[config.mk]
export PLATFORM = sky130hd
export DESIGN_NAME = nes_bus_arbiter
export DESIGN_NICKNAME = d
export VERILOG_FILES = /design/src/rtl/nes_bus_pkg.sv /design/src/rtl/nes_bus_arbiter.sv
export SDC_FILE = /design/constraint.sdc
export NUM_CORES = 1
export LEC_CHECK = 0
export CAP_MARGIN = 20
export CORE_MARGIN = 1.5
export CORE_UTILIZATION = 28
export DETAILED_ROUTE_END_ITERATION = 7
export MAX_ROUTING_LAYER = met4
export PLACE_DENSITY = 0.77
export REMOVE_ABC_BUFFERS = 1
export SYNTH_ARGS = -nofsm -noshare
export SYNTH_HDL_FRONTEND = slang
export SYNTH_SLANG_ARGS = --single-unit
[constraint.sdc]
create_clock -name i_clk -period 1.41 [get_ports i_clk]
set_input_delay 0.2115 -clock i_clk [delete_from_list [all_inputs] [get_ports i_clk]]
set_output_delay 0.2115 -clock i_clk [all_outputs]
set_load 0.01 [all_outputs]
[src/rtl/nes_bus_pkg.sv]
// Shared constants and bus payload type for the NES CPU-bus arbiter.
package nes_bus_pkg;

  localparam int unsigned ADDR_W = 16;
  localparam int unsigned DATA_W = 8;
  localparam int unsigned ST_W   = 3;

  localparam logic [ST_W-1:0] ST_IDLE    = 3'd0;
  localparam logic [ST_W-1:0] ST_HALT    = 3'd1;
  localparam logic [ST_W-1:0] ST_ALIGN   = 3'd2;
  localparam logic [ST_W-1:0] ST_GRANT   = 3'd3;
  localparam logic [ST_W-1:0] ST_RELEASE = 3'd4;

  // One master's drive onto the shared bus
  typedef struct packed {
    logic [ADDR_W-1:0] addr;
    logic              wn;
    logic [DATA_W-1:0] wdata;
  } bus_req_t;

endpackage

[src/rtl/nes_bus_arbiter.sv]
// CPU-domain arbiter between the 6502 core and sprite DMA: halts the CPU via RDY,
// aligns to the get/put parity, grants the bus, and enforces a grant watchdog.
module nes_bus_arbiter
  import nes_bus_pkg::*;
#(
  parameter int unsigned P_MAX_GNT = 1024,
  parameter int unsigned P_CNT_W   = 11
) (
  input  logic              i_clk,
  input  logic              i_rst,
  input  logic [ADDR_W-1:0] i_cpu_addr,
  input  logic              i_cpu_wn,
  input  logic [DATA_W-1:0] i_cpu_wdata,
  output logic [DATA_W-1:0] o_cpu_rdata,
  output logic              o_cpu_rdy,
  input  logic              i_spr_req,
  output logic              o_spr_gnt,
  input  logic [ADDR_W-1:0] i_spr_addr,
  input  logic              i_spr_wn,
  input  logic [DATA_W-1:0] i_spr_wdata,
  output logic [DATA_W-1:0] o_spr_rdata,
  output logic [ADDR_W-1:0] o_bus_addr,
  output logic              o_bus_wn,
  output logic [DATA_W-1:0] o_bus_wdata,
  input  logic [DATA_W-1:0] i_bus_rdata,
  output logic              o_gnt_err
);

  localparam logic [P_CNT_W-1:0] CNT_LAST = P_CNT_W'(P_MAX_GNT - 1);

  logic [ST_W-1:0]    state;
  logic [ST_W-1:0]    state_nxt;
  logic               parity;
  logic [P_CNT_W-1:0] gnt_cnt;
  logic               gnt_err;
  logic               wdog_hit;
  logic               cpu_rdy;
  logic               spr_gnt;
  bus_req_t           cpu_req;
  bus_req_t           spr_req;
  bus_req_t           bus_req;

  // State register
  always_ff @(posedge i_clk) begin
    if (i_rst) begin
      state <= ST_IDLE;
    end else begin
      state <= state_nxt;
    end
  end

  // Get/put parity, grant-length counter and sticky watchdog error
  always_ff @(posedge i_clk) begin
    if (i_rst) begin
      parity  <= 1'b0;
      gnt_cnt <= '0;
      gnt_err <= 1'b0;
    end else begin
      parity <= ~parity;
      if (state == ST_GRANT) begin
        gnt_cnt <= gnt_cnt + P_CNT_W'(1);
      end else begin
        gnt_cnt <= '0;
      end
      if (wdog_hit) begin
        gnt_err <= 1'b1;
      end
    end
  end

  // Next-state logic; the 6502 ignores RDY on writes, so HALT waits for a read cycle
  always_comb begin
    state_nxt = state;
    wdog_hit  = 1'b0;
    case (state)
      ST_IDLE: begin
        if (i_spr_req) begin
          state_nxt = ST_HALT;
        end
      end
      ST_HALT: begin
        if (!i_spr_req) begin
          state_nxt = ST_RELEASE;
        end else if (i_cpu_wn) begin
          state_nxt = parity ? ST_GRANT : ST_ALIGN;
        end
      end
      ST_ALIGN: begin
        state_nxt = ST_GRANT;
      end
      ST_GRANT: begin
        if (!i_spr_req) begin
          state_nxt = ST_RELEASE;
        end else if (gnt_cnt == CNT_LAST) begin
          state_nxt = ST_RELEASE;
          wdog_hit  = 1'b1;
        end
      end
      ST_RELEASE: begin
        state_nxt = ST_IDLE;
      end
      default: begin
        state_nxt = ST_IDLE;
      end
    endcase
  end

  // Output decode from the state register
  always_comb begin
    cpu_rdy = 1'b0;
    spr_gnt = 1'b0;
    case (state)
      ST_IDLE:  cpu_rdy = 1'b1;
      ST_GRANT: spr_gnt = 1'b1;
      default:  ;
    endcase
  end

  // Bus mux: DMA drives only while granted
  assign cpu_req = {i_cpu_addr, i_cpu_wn, i_cpu_wdata};
  assign spr_req = {i_spr_addr, i_spr_wn, i_spr_wdata};
  assign bus_req = spr_gnt ? spr_req : cpu_req;

  assign o_bus_addr  = bus_req.addr;
  assign o_bus_wn    = bus_req.wn;
  assign o_bus_wdata = bus_req.wdata;
  assign o_cpu_rdata = i_bus_rdata;
  assign o_spr_rdata = i_bus_rdata;
  assign o_cpu_rdy   = cpu_rdy;
  assign o_spr_gnt   = spr_gnt;
  assign o_gnt_err   = gnt_err;

endmodule

Yosys cells after proc, flatten, opt, wreduce, memory -nomap -nowiden:

Index checks and enable logic that the tools add are counted.

* register bits: 16
* bits in latches: 0
* memory bits (writable): 0
* bits in read-only memories: 0
* input port bits: 61
* output and inout bits: 44
* memories: 0

* add/sub/neg operators: 1
* $mul: 0
* div/mod/pow operators: 0
* order comparisons: 0
* equality and inequality tests: 7
* shifts and indexed selects: 0
* muxes and demuxes: 13
* bitwise operators: 2
* reduce and logical (&&, ||, !) cells: 3

Operators with widths (number)
* 25-bit two-way mux: 1
* 3-bit two-way mux: 5
* 3-bit one-hot mux with 4 select lines: 1
* 11-bit by 1-bit adder with 11-bit output, second input constant: 1
* 11-bit by 10-bit equality test with 1-bit output, second input constant: 1
* 3-bit by 2-bit equality test with 1-bit output, second input constant: 2
* 1-bit two-way mux: 6
* 3-bit by 1-bit equality test with 1-bit output, second input constant: 1
* 3-bit zero test: 1
* 3-bit by 2-bit inequality test with 1-bit output, second input constant: 1
* 3-bit inequality test, second input constant: 1
* 3-bit AND reduction: 1
* 2-bit inequality test, second input constant: 1
* 1-bit inverter: 2
* 2-bit OR reduction: 1

Longest topological paths before layout:

* depth in word-level cells: 4
* gate-level depth with buffers: 7
* depth with buffers taken out: 5

Worst setup path after synthesis:

OpenSTA, ideal clock, no wires.

* path kind: reg2out
* start: register state[2]
* end: output port o_bus_addr[10]
* arrival time: 1245 ps
* slack: -47 ps
* cell stages (with the launch flop): 8
* buffers on the path: 2
* cells stage by stage: dfxtp_1 > nand2b_2 > or2_1 > buf_6 > inv_2 > buf_6 > nand2_1 > nand2_1

* longest elaborated chain between the ends: 3

RTL lines
* start: declaration: line nes_bus_arbiter.sv:31 `logic [ST_W-1:0] state;`
* start signal: assignment: line nes_bus_arbiter.sv:48 `state <= state_nxt;`
* 3-bit by 2-bit equality test with 1-bit output: line nes_bus_arbiter.sv:112 `case (state)`
* 1-bit two-way mux: line nes_bus_arbiter.sv:112
* net o_spr_gnt: line nes_bus_arbiter.sv:17 `output logic o_spr_gnt,`
* 25-bit two-way mux: line nes_bus_arbiter.sv:122 `assign bus_req = spr_gnt ? spr_req : cpu_req;`
* end: declaration: line nes_bus_arbiter.sv:22 `output logic [ADDR_W-1:0] o_bus_addr,`

The timed path passes the listed nets, and every way through them passes these cells.

Worst setup path after layout:

* start: register state[0]
* end: output port o_bus_addr[8]

* longest elaborated chain between the ends: 3

RTL lines (line)
* 3-bit by 2-bit equality test with 1-bit output: nes_bus_arbiter.sv:112
* 1-bit two-way mux: nes_bus_arbiter.sv:112
* 25-bit two-way mux: nes_bus_arbiter.sv:122

No other way between the ends.

==> metrics <==
routability cong. 0.751; FMAX 575 MHz; Data required, critical path around 1.2 ns; Peak VDD IR 0.000472 V; Cell Pwr Density 602 nW/um^2; fraction of layout cells with a size suffix above 1 0.359; most frequent cells in the layout clkdlybuf4s50_1 (53), nand2_1 (50), nand2_2 (19), buf_2 (19), nor2_1 (18); Initial DRC Count 41; Avg Cell Area, Syn 6.51 sq um; half-perimeter wire length after placement 2.81 mm; Total GRT Usage 0.177; die area 4460 sq um; crit path max fanout 6; largest net degree at the start of global routing 26; num ports 105; critical path class register to output port; Worst-path clk slew around 0.070 ns; Syn. warnings 0; gr ovfl total 0; M3 GR Usage 0.0726; crit path DAT 1.53 ns; placed inst area 1960 sq um; WL/cell 13.9 um; RSZ-0062 raised after global routing yes; chip height 66.8 um; Core Box Area 3770 sq um; CTS Buf Count 3; diode count 0; dpl cells 296; met2 Use GR 0.295; Initial Utilization 0.302; number of global-route vias before repair approximately 1.3k; antenna violations before repair 0; Finished Cell Area 2190 sq um; crit path capture type output port; max-cap check violation count 0; die width between 60 and 70 um; Synth Cell Area approximately 1100 sq um; Setup Viol. Count Final 26; Slew @ Worst Pin 0.271 ns; post-route ant nets 0; IO buf count 80; Seq/Total Area, Yosys 0.281; CTS Root Cell clkbuf_8; clock buffer depth 2; #FFs+latches synth 16; htree depth 1; Nets 322; library cells used by synthesis 28; final period utilization 1.23; Area Overhead vs Synth 92.3%; hold crit path type register to register; commonest non-fill, non-tap cell in the layout clkdlybuf4s50_1; crit path time final 1.74 ns; Most Crowded Layer GR met2; crit start category register; outcome complete, but fails checks; FP Rows 22; Final Max Tran Viols 0; CTS tree done; Clock Sinks 16; Overall Power 1.32 mW; Rel. slew slack 0.819; Fin. Hold Viols 0; Skew-Pair Late Insertion Delay 0.26 ns; Residual DRC 0; WL final 4.26 mm; failing checks negative setup slack; hold_buf cts 0; Leak 1.00 nW; Cells after Synth 175; final non-filler cell total between 300 and 400; PnR worst setup slack -0.328 ns; via count 1416; global-route wire length before repair 5.96 mm; drt via density 4.61; clk_skew 0.00620 ns; grt met1 use 0.197; Pre-antenna DRT Iters 4
-- registers in the layout (all words and copies together) (netlist names) --
signal and cells:
gnt_cnt 11, parity 1, state 3, o_gnt_err 1
-- path summary, 6_finish.rpt --
path,cells past startpoint,startpoint,endpoint,slack [ns]
worst max-delay path,8,state[0],o_bus_addr[8],-0.33
worst min-delay path,1,parity,parity,0.41
worst max register to register,5,state[0],state[1],0.01
worst min register to register,1,parity,parity,0.41
-- cell type report --
class | count | area, sq um
clock buffer | 4 | 55.1
tap | 48 | 60.1
inverter | 7 | 28.8
sequential | 16 | 323
multi-input combinational | 131 | 778
timing repair buffer | 101 | 945
fill | 354 | 1580
-- stage by stage --
step / hold WS [ns] / setup WS [ns] / utilization / setup TNS, ns
after detailed placement: 0.403 / -0.422 / 0.520 / -10.02
after CTS: 0.413 / -0.294 / 0.535 / -7.26
after floorplan: 0.278 / -0.464 / - / -8.67
after global routing: 0.423 / -0.376 / 0.581 / -9.23
after global placement: 0.400 / -0.393 / 0.520 / -9.63
final: 0.414 / -0.328 / 0.581 / -7.84
-- logic make-up (layout without fill, tap and decap cells) --
family,after synthesis,count (layout),share of synthesized area
compound gates,10,10,0.0582
simple gates,109,110,0.403
flops,16,16,0.281
fa+ha+maj,1,1,0.0110
xor+xnor,9,9,0.0692
buf+inv,29,112,0.168
mux,1,1,0.00879
-- critical path, cell delays in order (launching register included) --
cell and delay (ns):
dfxtp_1 0.40, nand2b_4 0.07, or2_4 0.25, inv_4 0.06
buf_6 0.12, clkbuf_16 0.16, nand2_2 0.04, nand2_1 0.04
buf_2 0.13
-- report_power, final --
group	internal, mW	switching (mW)
clock network	0.248	0.169
logic	0.263	0.170
registers	0.461	0.00712
-- Yosys cell counts --
cell / instances / area share
dfxtp_1: 16 / 0.28
or3_1: 1 / 0.0055
a211oi_2: 1 / 0.011
a21oi_1: 3 / 0.013
nor4b_1: 1 / 0.0077
nand3_2: 1 / 0.0088
nand3b_1: 1 / 0.0066
buf_4: 16 / 0.11
nor2b_1: 1 / 0.0055
buf_6: 3 / 0.030
mux2i_1: 1 / 0.0088
o21a_1: 2 / 0.013
inv_2: 1 / 0.0033
nand2b_2: 1 / 0.0077
xor2_1: 1 / 0.0077
ha_1: 1 / 0.011
nand2_1: 76 / 0.25
nand3_1: 2 / 0.0088
nor3_1: 2 / 0.0088
o21ai_0: 3 / 0.013
xnor2_1: 8 / 0.062
inv_1: 6 / 0.020
or2_1: 1 / 0.0055
nor3_4: 1 / 0.014
nor2_1: 19 / 0.063
nand4_1: 2 / 0.011
a41oi_1: 1 / 0.0077
clkbuf_1: 3 / 0.0099
-- layer usage --
metal / routed length [um] / up-vias
met1: 1680 / 651
met3: 388 / 4
met2: 2160 / 61
met4: 31 / 0
met5: 0 / -
li1: - / 700
-- repair_timing --
action | CTS | global route
setup buffers | 4 | 1
endpoints found under the setup margin | 30 | 42
gates cloned | 2 | 2
pin swaps | 11 | 19
gates resized for setup | 127 | 39
Note: power is estimated with default switching activity, not from simulation.
